## src/rtl/sm_accumulator.sv

```systemverilog
// ============================================================================
// sm_accumulator
// ----------------------------------------------------------------------------
// Running sign-magnitude accumulator that sits downstream of the sign-magnitude
// adder. Operand beats arrive over a valid/ready handshake and are summed with
// the adder's rules. When the beat marked last is accepted, the final sum,
// beat count and sticky overflow flag are held on the outputs until the
// consumer accepts them. The accumulator then clears for the next packet.
//
// Ports:
//   clk        single clock, all state on the rising edge
//   rst        synchronous active-high reset
//   in_valid   operand beat present
//   in_ready   stage can accept a beat (high in ACC)
//   in_sign    operand sign (1 = negative)
//   in_mag     operand magnitude, N bits
//   in_last    marks the final beat of a packet
//   out_valid  result available (high in OUT)
//   out_ready  consumer accepts the result
//   out_sign   result sign
//   out_mag    result magnitude, N bits
//   out_ovf    sticky overflow/saturation flag for the packet
//   out_count  beats accepted in the packet, saturating, COUNT_W bits
// ============================================================================
module sm_accumulator #(
    parameter int N       = 4,
    parameter int COUNT_W = 4
) (
    input  logic               clk,
    input  logic               rst,
    input  logic               in_valid,
    output logic               in_ready,
    input  logic               in_sign,
    input  logic [N-1:0]       in_mag,
    input  logic               in_last,
    output logic               out_valid,
    input  logic               out_ready,
    output logic               out_sign,
    output logic [N-1:0]       out_mag,
    output logic               out_ovf,
    output logic [COUNT_W-1:0] out_count
);

    typedef enum logic {
        ACC = 1'b0,
        OUT = 1'b1
    } state_t;

    state_t             state;
    logic               acc_sign;
    logic [N-1:0]       acc_mag;
    logic [COUNT_W-1:0] count;
    logic               ovf;

    logic               op_sign;
    logic [N:0]         sum;
    logic               nxt_sign;
    logic [N-1:0]       nxt_mag;
    logic               nxt_ovf;

    // Sign-magnitude add of the accumulator and the incoming operand. A zero
    // operand is forced to +0 so it always takes the same-sign path when the
    // accumulator is non-negative and never flips the sign of the result.
    always_comb begin
        op_sign  = in_sign & (in_mag != '0);
        sum      = {1'b0, acc_mag} + {1'b0, in_mag};
        nxt_sign = acc_sign;
        nxt_mag  = acc_mag;
        nxt_ovf  = 1'b0;
        if (op_sign == acc_sign) begin
            if (sum[N]) begin
                nxt_mag = '1;
                nxt_ovf = 1'b1;
            end else begin
                nxt_mag = sum[N-1:0];
            end
        end else if (acc_mag >= in_mag) begin
            nxt_mag = acc_mag - in_mag;
        end else begin
            nxt_mag  = in_mag - acc_mag;
            nxt_sign = op_sign;
        end
        // Negative zero is never allowed out of the adder.
        if (nxt_mag == '0) begin
            nxt_sign = 1'b0;
        end
    end

    // Handshake flags are registered alongside the state so every output of
    // the block comes straight from a flop.
    always_ff @(posedge clk) begin
        if (rst) begin
            state     <= ACC;
            acc_sign  <= 1'b0;
            acc_mag   <= '0;
            count     <= '0;
            ovf       <= 1'b0;
            in_ready  <= 1'b1;
            out_valid <= 1'b0;
        end else begin
            case (state)
                ACC: begin
                    if (in_valid) begin
                        if (count != '1) begin
                            count <= count + 1'b1;
                        end
                        // After saturation the sum is frozen, but beats are
                        // still counted until the packet ends.
                        if (!ovf) begin
                            acc_sign <= nxt_sign;
                            acc_mag  <= nxt_mag;
                            ovf      <= nxt_ovf;
                        end
                        if (in_last) begin
                            state     <= OUT;
                            in_ready  <= 1'b0;
                            out_valid <= 1'b1;
                        end
                    end
                end
                OUT: begin
                    if (out_ready) begin
                        state     <= ACC;
                        acc_sign  <= 1'b0;
                        acc_mag   <= '0;
                        count     <= '0;
                        ovf       <= 1'b0;
                        in_ready  <= 1'b1;
                        out_valid <= 1'b0;
                    end
                end
                default: begin
                    state     <= ACC;
                    in_ready  <= 1'b1;
                    out_valid <= 1'b0;
                end
            endcase
        end
    end

    assign out_sign  = acc_sign;
    assign out_mag   = acc_mag;
    assign out_ovf   = ovf;
    assign out_count = count;

endmodule

```

## config.mk

```make
export PLATFORM = sky130hd
export DESIGN_NAME = sm_accumulator
export DESIGN_NICKNAME = d
export VERILOG_FILES = /design/src/rtl/sm_accumulator.sv
export SDC_FILE = /design/constraint.sdc
export NUM_CORES = 1
export LEC_CHECK = 0
export BUFFER_PORTS_ARGS = -buffer_cell sky130_fd_sc_hd__buf_2
export CAP_MARGIN = 20
export CORE_MARGIN = 1.5
export CORE_UTILIZATION = 55
export DETAILED_ROUTE_END_ITERATION = 12
export MAX_ROUTING_LAYER = met4
export PLACE_DENSITY = 0.83
export SLEW_MARGIN = 0
export SYNTH_ARGS = -nofsm -noshare
export SYNTH_HDL_FRONTEND = slang
export SYNTH_SLANG_ARGS = --single-unit
```

## constraint.sdc

```tcl
create_clock -name clk -period 2.45 [get_ports clk]
set_input_delay 0.245 -clock clk [delete_from_list [all_inputs] [get_ports clk]]
set_output_delay 0.245 -clock clk [all_outputs]
set_load 0.005 [all_outputs]
```

==> results of run 1 <==
## per-stage QoR
stage                     hold WS, ns  utilization, %
after floorplan                 0.422               -
after CTS                       0.274            67.6
after global routing            0.277            68.1
after detailed placement        0.473            66.3
after global placement          0.473            66.3
final                           0.273            68.1
## cell usage after synthesis, types with 3 or more instances
cell	n
inv_1	16
dfxtp_1	13
ha_1	12
a21oi_1	10
nor2_1	9
nor3_1	7
nand2_1	6
o21ai_0	4
a211oi_1	3
fa_1	3
nand3b_1	3
nand4_1	3
nor2b_1	3
o21a_1	3
o21ai_1	3
xnor2_1	3
xor2_1	3
## per-layer routing
metal / GRT usage (%) / vias up / part of all wire [%]
met5: - / - / 0
met4: 4.29 / 0 / 0.57
met3: 5.52 / 4 / 5.7
met2: 39.5 / 34 / 46
met1: 32.9 / 530 / 47
li1: - / 552 / -
## power breakdown
part	switching, mW	leakage [nW]	internal [mW]
combinational	0.287	0.511	0.237
sequential	0.0306	0.107	0.240
clock	0.0778	0.0150	0.0633
## layout by cell type, fill, tap and decap left out, drive strengths merged, types with 2 or more instances in the layout
master / count
nor2: 9
ha: 12
nand3b: 3
o21a: 3
a211oi: 3
a21oi: 11
a21o: 2
and2: 2
nand4: 3
nand2: 6
buf: 25
nor3: 8
clkbuf: 4
o21ai: 7
o21bai: 2
nor2b: 3
o31ai: 2
inv: 16
and3: 2
a221oi: 2
mux2i: 2
fa: 3
dfxtp: 13
xor2: 3
xnor2: 3
## final cells by class
class	count	area (µm²)	area share (%)
multi-input cells	107	833	61.8
inverters	16	60.1	4.45
repair buffers	25	135	10.0
flip-flops and latches	13	260	19.3
well taps	27	33.8	2.50
clock buffers	4	26.3	1.95
## cells by family (layout without fill, tap and decap cells)
group	count (synthesis)	count (layout)
flip-flops	13	13
XOR/XNOR	6	6
AO/OA/AOI/OAI	42	42
multiplexers	3	3
AND/OR/NAND/NOR	41	41
adder cells (fa/ha/maj)	15	15
buffers and inverters	19	45
## sequential cells by signal, summed over array words and instances, names as in the netlist
| signal | flops |
|---|---|
| in_ready | 1 |
| out_count | 4 |
| out_mag | 4 |
| out_ovf | 1 |
| out_sign | 1 |
| out_valid | 1 |
| state | 1 |
## repair_timing
action                                  in CTS  in global routing
resized for setup                            0                  2
endpoints found under the setup margin       0                  1
buffers inserted                             0                  0
## path summary, 6_finish.rpt
kind                                 start  depth (start not counted)       end  slack (ns)
worst min-delay path               in_last                          3     state        0.27
worst max register to register  out_mag[0]                          9  out_sign        0.15
worst max-delay path            out_mag[0]                          9  out_sign        0.15
worst min register to register    in_ready                          2  in_ready        0.50
## worst max-delay path: stages (launching register included)
cell	delay, ns
dfxtp_1	0.32
inv_1	0.05
ha_1	0.15
inv_1	0.05
fa_1	0.42
a211o_1	0.32
a21oi_2	0.16
mux2_2	0.37
o31ai_1	0.24
o22ai_1	0.12
==> reports/qor.txt, run 1 <==
Routed Antenna Nets -> 0
Syn Area/Cell -> 8.37 µm²
Drt drc -> 0
Post-synth ARST share -> 0%
Post-route clock period utilization -> 93.7%
Nets -> 191
Ys flop type -> dfxtp_1
Syn_nets -> 164
Tightest Pin Transition -> 0.543 ns
Kind of critical path -> reg -> reg
Pre-CTS setup slack -> 0.0852 ns
Crit Path Max Fanout -> 3
Peak supply drop -> 0.600 mV
Die width -> 49.0 µm
Placed Cells incl. Taps -> 188
Final setup viols -> 0
Area delta synth->final -> 15.9%
Clk slew on worst S/H paths -> 0.09 ns
Total track usage -> 24.8%
Compound-Gate Fraction of Synth Area -> 26.2%
DRT Pass-1 Iters -> 4
Placed instance area -> 1310 µm²
Share of layout cells above drive strength 1 -> 21.2%
Yosys reg bits -> 13
Initial core utilization -> 58.7%
Critical Path AT -> 2.47 ns
DR vias/cell -> 5.83
Design area -> 1350 µm²
Proportion of synthesized area in mux cells -> 2.69%
EDFF count, synth -> 0
Simple-Gate Fraction of Synth Area -> 19.4%
Final worst-path setup slack -> 0.154 ns
CTS H-tree lvls -> 1
Max Cap Violations -> 0
Avg WL per Cell -> 14.5 µm
Worst Setup End Kind -> flip-flop
Fillcell total -> 159
Via count of the first global-routing pass -> 975
Cell area power density -> 693 nW/µm²
Top-area cell type share of the netlist area -> 22.4%
Warnings from Yosys -> 0
Clock skew -> 0.00421 ns
Crit path launch type -> flip-flop
Max Clock Freq -> 436 MHz
Number of antenna violations at the first check in global routing -> 0
Boundary Pins -> 22
Syn Inst Count -> 139
Row count -> 16
Die Ht -> 49.0 µm
Main combinational cell family by area after synthesis -> compound AO/OA/AOI/OAI gates
Post-Syn Area -> 1160 µm²
Leak -> 0.632 nW
Post-Layout Cell Count -> 192
Worst-Skew Late Latency -> 0.28 ns
Die area -> 2400 µm²
Largest net degree at the start of global routing -> 11
Hold Vio Cnt, Final -> 0
Adder-Cell Fraction of Synth Area -> 18.1%
Synth cell types -> 45
Vias -> 1,120
CTS tree -> done
Power Total -> 0.935 mW
Critical Path RT -> 2.62 ns
Drt initial violations -> 30
Clock sinks -> 13
Pins Over Slew Limit -> 0
Port bufs -> 21
Top cells by area, synth -> dfxtp_1 22%, ha_1 13%, fa_1 5.2%
CTS max path bufs -> 2
N_diodes -> 0
RD Place Congestion -> 0.975
Drt total wl -> 2790 µm
Area of the core -> 1980 µm²
Global-route wire length before repair -> 4470 µm
Setup TNS -> 0 ns
Post-detail-place hpwl -> 2210 µm
Cell taking the most area after synthesis -> dfxtp_1
TritonCTS Buffers -> 3
RSZ-0062 raised after global routing -> no
Clk root buf -> clkbuf_4
Worst hold path type -> in -> reg
Status -> finished, final reports clean
Worst rel slew slack -> 63.5%
GRT overflow -> 0
Register area share after synthesis -> 22.4%
Min cycle time layout -> 2.30 ns
Post-Synth XOR/XNOR Area -> 4.52%
Cts-stage hold buffer count -> 0
Note: power is estimated with default switching activity, not from simulation.
==> run 2, diff against run 1 <==
CELL_PAD_IN_SITES_DETAIL_PLACEMENT = 2   (was not set)
CELL_PAD_IN_SITES_GLOBAL_PLACEMENT = 2   (was not set)
CORE_UTILIZATION = 32   (was 55)
PLACE_DENSITY = 0.82   (was 0.83)
RECOVER_POWER = 25   (was not set)
==> reports/qor.txt, run 2 (synthesis results as in run 1) <==
N_diodes -> 0 (unchanged)
Top delay family on crit path -> compound AO/OA/AOI/OAI gates (unchanged)
Critical Path RT -> 2.62 ns (about the same)
CTS tree -> done (unchanged)
Tightest Pin Transition -> 0.574 ns (was 0.543 ns)
Area delta synth->final -> 19.4% (was 15.9%)
GR Layer Usage met3 -> 3.57% (was 5.52%)
Via count of the first global-routing pass -> 1,296 (was 975)
Routed Antenna Nets -> 0 (unchanged)
Total track usage -> 21.7% (was 24.8%)
Grt peak-use layer -> met2 (unchanged)
Die area -> 4010 µm² (was 2400 µm²)
GRT overflow -> 0 (unchanged)
Drt drc -> 0 (unchanged)
Global-route wire length before repair -> 6560 µm (was 4470 µm)
CTS max path bufs -> 2 (unchanged)
Largest net degree at the start of global routing -> 11 (unchanged)
TritonCTS Buffers -> 3 (unchanged)
Worst Setup End Kind -> flip-flop (unchanged)
Die Ht -> 63.3 µm (was 49.0 µm)
Placed instance area -> 1350 µm² (was 1310 µm²)
Pins Over Slew Limit -> 0 (unchanged)
Vias -> 1,145 (was 1,120)
Status -> finished, final reports clean (unchanged)
Met2 Track Usage GR -> 38.6% (was 39.5%)
CP Buf/Inv Count -> 2 (unchanged)
Cts-stage hold buffer count -> 0 (unchanged)
Boundary Pins -> 22 (unchanged)
Clock skew -> 0.00160 ns (was 0.00421 ns)
Drt initial violations -> 32 (was 30)
Min cycle time layout -> 2.31 ns (was 2.30 ns)
Row count -> 21 (was 16)
Hold_ws -> 0.276 ns (was 0.273 ns)
Final worst-path setup slack -> 0.143 ns (was 0.154 ns)
Initial core utilization -> 34.1% (was 58.7%)
Crit path launch type -> flip-flop (unchanged)
Postcts setup bufs -> 0 (unchanged)
Critical Path AT -> 2.48 ns (was 2.47 ns)
Nets -> 192 (was 191)
Post-detail-place hpwl -> 3090 µm (was 2210 µm)
Share of layout cells above drive strength 1 -> 22.9% (was 21.2%)
Die width -> 63.3 µm (was 49.0 µm)
Worst-Skew Late Latency -> 0.29 ns (was 0.28 ns)
Cell area power density -> 711 nW/µm² (was 693 nW/µm²)
Number of antenna violations at the first check in global routing -> 0 (unchanged)
Port bufs -> 21 (unchanged)
RD Place Congestion -> 0.840 (was 0.975)
Worst-path cell chain -> inv_1, ha_2, inv_1, fa_2, a211o_1, a21oi_2, mux2_2, o31ai_2, o22ai_1 (was inv_1, ha_1, inv_1, fa_1, a211o_1, a21oi_2, mux2_2, o31ai_1, o22ai_1)
Avg WL per Cell -> 18.1 µm (was 14.5 µm)
DRT Pass-1 Iters -> 4 (unchanged)
Post-route clock period utilization -> 94.1% (was 93.7%)
Pre-CTS setup slack -> 0.00965 ns (was 0.0852 ns)
Clk root buf -> clkbuf_4 (unchanged)
DR vias/cell -> 5.40 (was 5.83)
RSZ-0062 raised after global routing -> no (unchanged)
Design area -> 1390 µm² (was 1350 µm²)
Max Clock Freq -> 434 MHz (was 436 MHz)
Area of the core -> 3420 µm² (was 1980 µm²)
Most common cell after layout, fill and taps aside -> buf_2 (unchanged)
Placed Cells incl. Taps -> 208 (was 188)
Max incr delay on CP -> 0.38 ns (was 0.42 ns)
Hold Vio Cnt, Final -> 0 (unchanged)
CTS H-tree lvls -> 1 (unchanged)
Worst rel slew slack -> 61.5% (was 63.5%)
Most used cell, CP -> inv_1 (unchanged)
Worst hold path type -> in -> reg (unchanged)
Final design utilization -> 40.7% (was 68.1%)
Worst path slowest cell -> mux2_2 (was fa_1)
Most frequent cells in the layout -> 20 x buf_2, 16 x inv_1, 13 x dfxtp_1, 11 x ha_1 (was 21 x buf_2, 16 x inv_1, 13 x dfxtp_1, 12 x ha_1)
Power Total -> 0.987 mW (was 0.935 mW)
Max Cap Violations -> 0 (unchanged)
Final setup viols -> 0 (unchanged)
Leak -> 0.635 nW (was 0.632 nW)
Clock sinks -> 13 (unchanged)
Setup TNS -> 0 ns (unchanged)
Peak supply drop -> 0.349 mV (was 0.600 mV)
GRT met1 Usage -> 26.1% (was 32.9%)
Post-Layout Cell Count -> 212 (was 192)
Drt total wl -> 3840 µm (was 2790 µm)
Crit Path Max Fanout -> 3 (unchanged)
Clk slew on worst S/H paths -> 0.09 ns (about the same)
Kind of critical path -> reg -> reg (unchanged)
run 2: power by group:
part | internal (mW) | switching [mW] | total (mW)
Combinational | 0.242 | 0.328 | 0.570
Clock | 0.0633 | 0.0814 | 0.145
Sequential | 0.240 | 0.0329 | 0.273
run 2: final timing paths:
kind	slack (ns)	cells past startpoint	startpoint	end
max	0.14	9	out_mag[0]	out_sign
min	0.28	2	rst	out_count[1]
max reg2reg	0.14	9	out_mag[0]	out_sign
min reg2reg	0.51	2	in_ready	in_ready
run 2: layout make-up:
type / count / area (µm²)
fillers: 401 / 2030
multi-input cells: 107 / 843
flip-flops and latches: 13 / 260
repair buffers: 26 / 141
inverters: 16 / 60.1
well taps: 46 / 57.6
clock buffers: 4 / 26.3
run 2: routing by layer:
| metal | vias up | wire length [µm] |
|---|---|---|
| met2 | 16 | 1960 |
| met4 | 0 | 51 |
| met5 | - | 0 |
| li1 | 555 | - |
| met1 | 567 | 1730 |
| met3 | 7 | 90 |
run 2: worst register-to-register path: cells and delay by family (launching register included):
family	cells	cell delay [ns]
fa+ha+maj	2	0.55
mux	1	0.38
compound gates	4	0.81
buf+inv	2	0.12
flops	1	0.33
run 2: repair_timing:
| item | 4_1_cts | 5_1_grt |
|---|---|---|
| pin swaps | 0 | 2 |
| setup endpoints to repair | 1 | 2 |
| gates resized for setup | 2 | 3 |
| endpoints found under the hold margin | 0 | 0 |
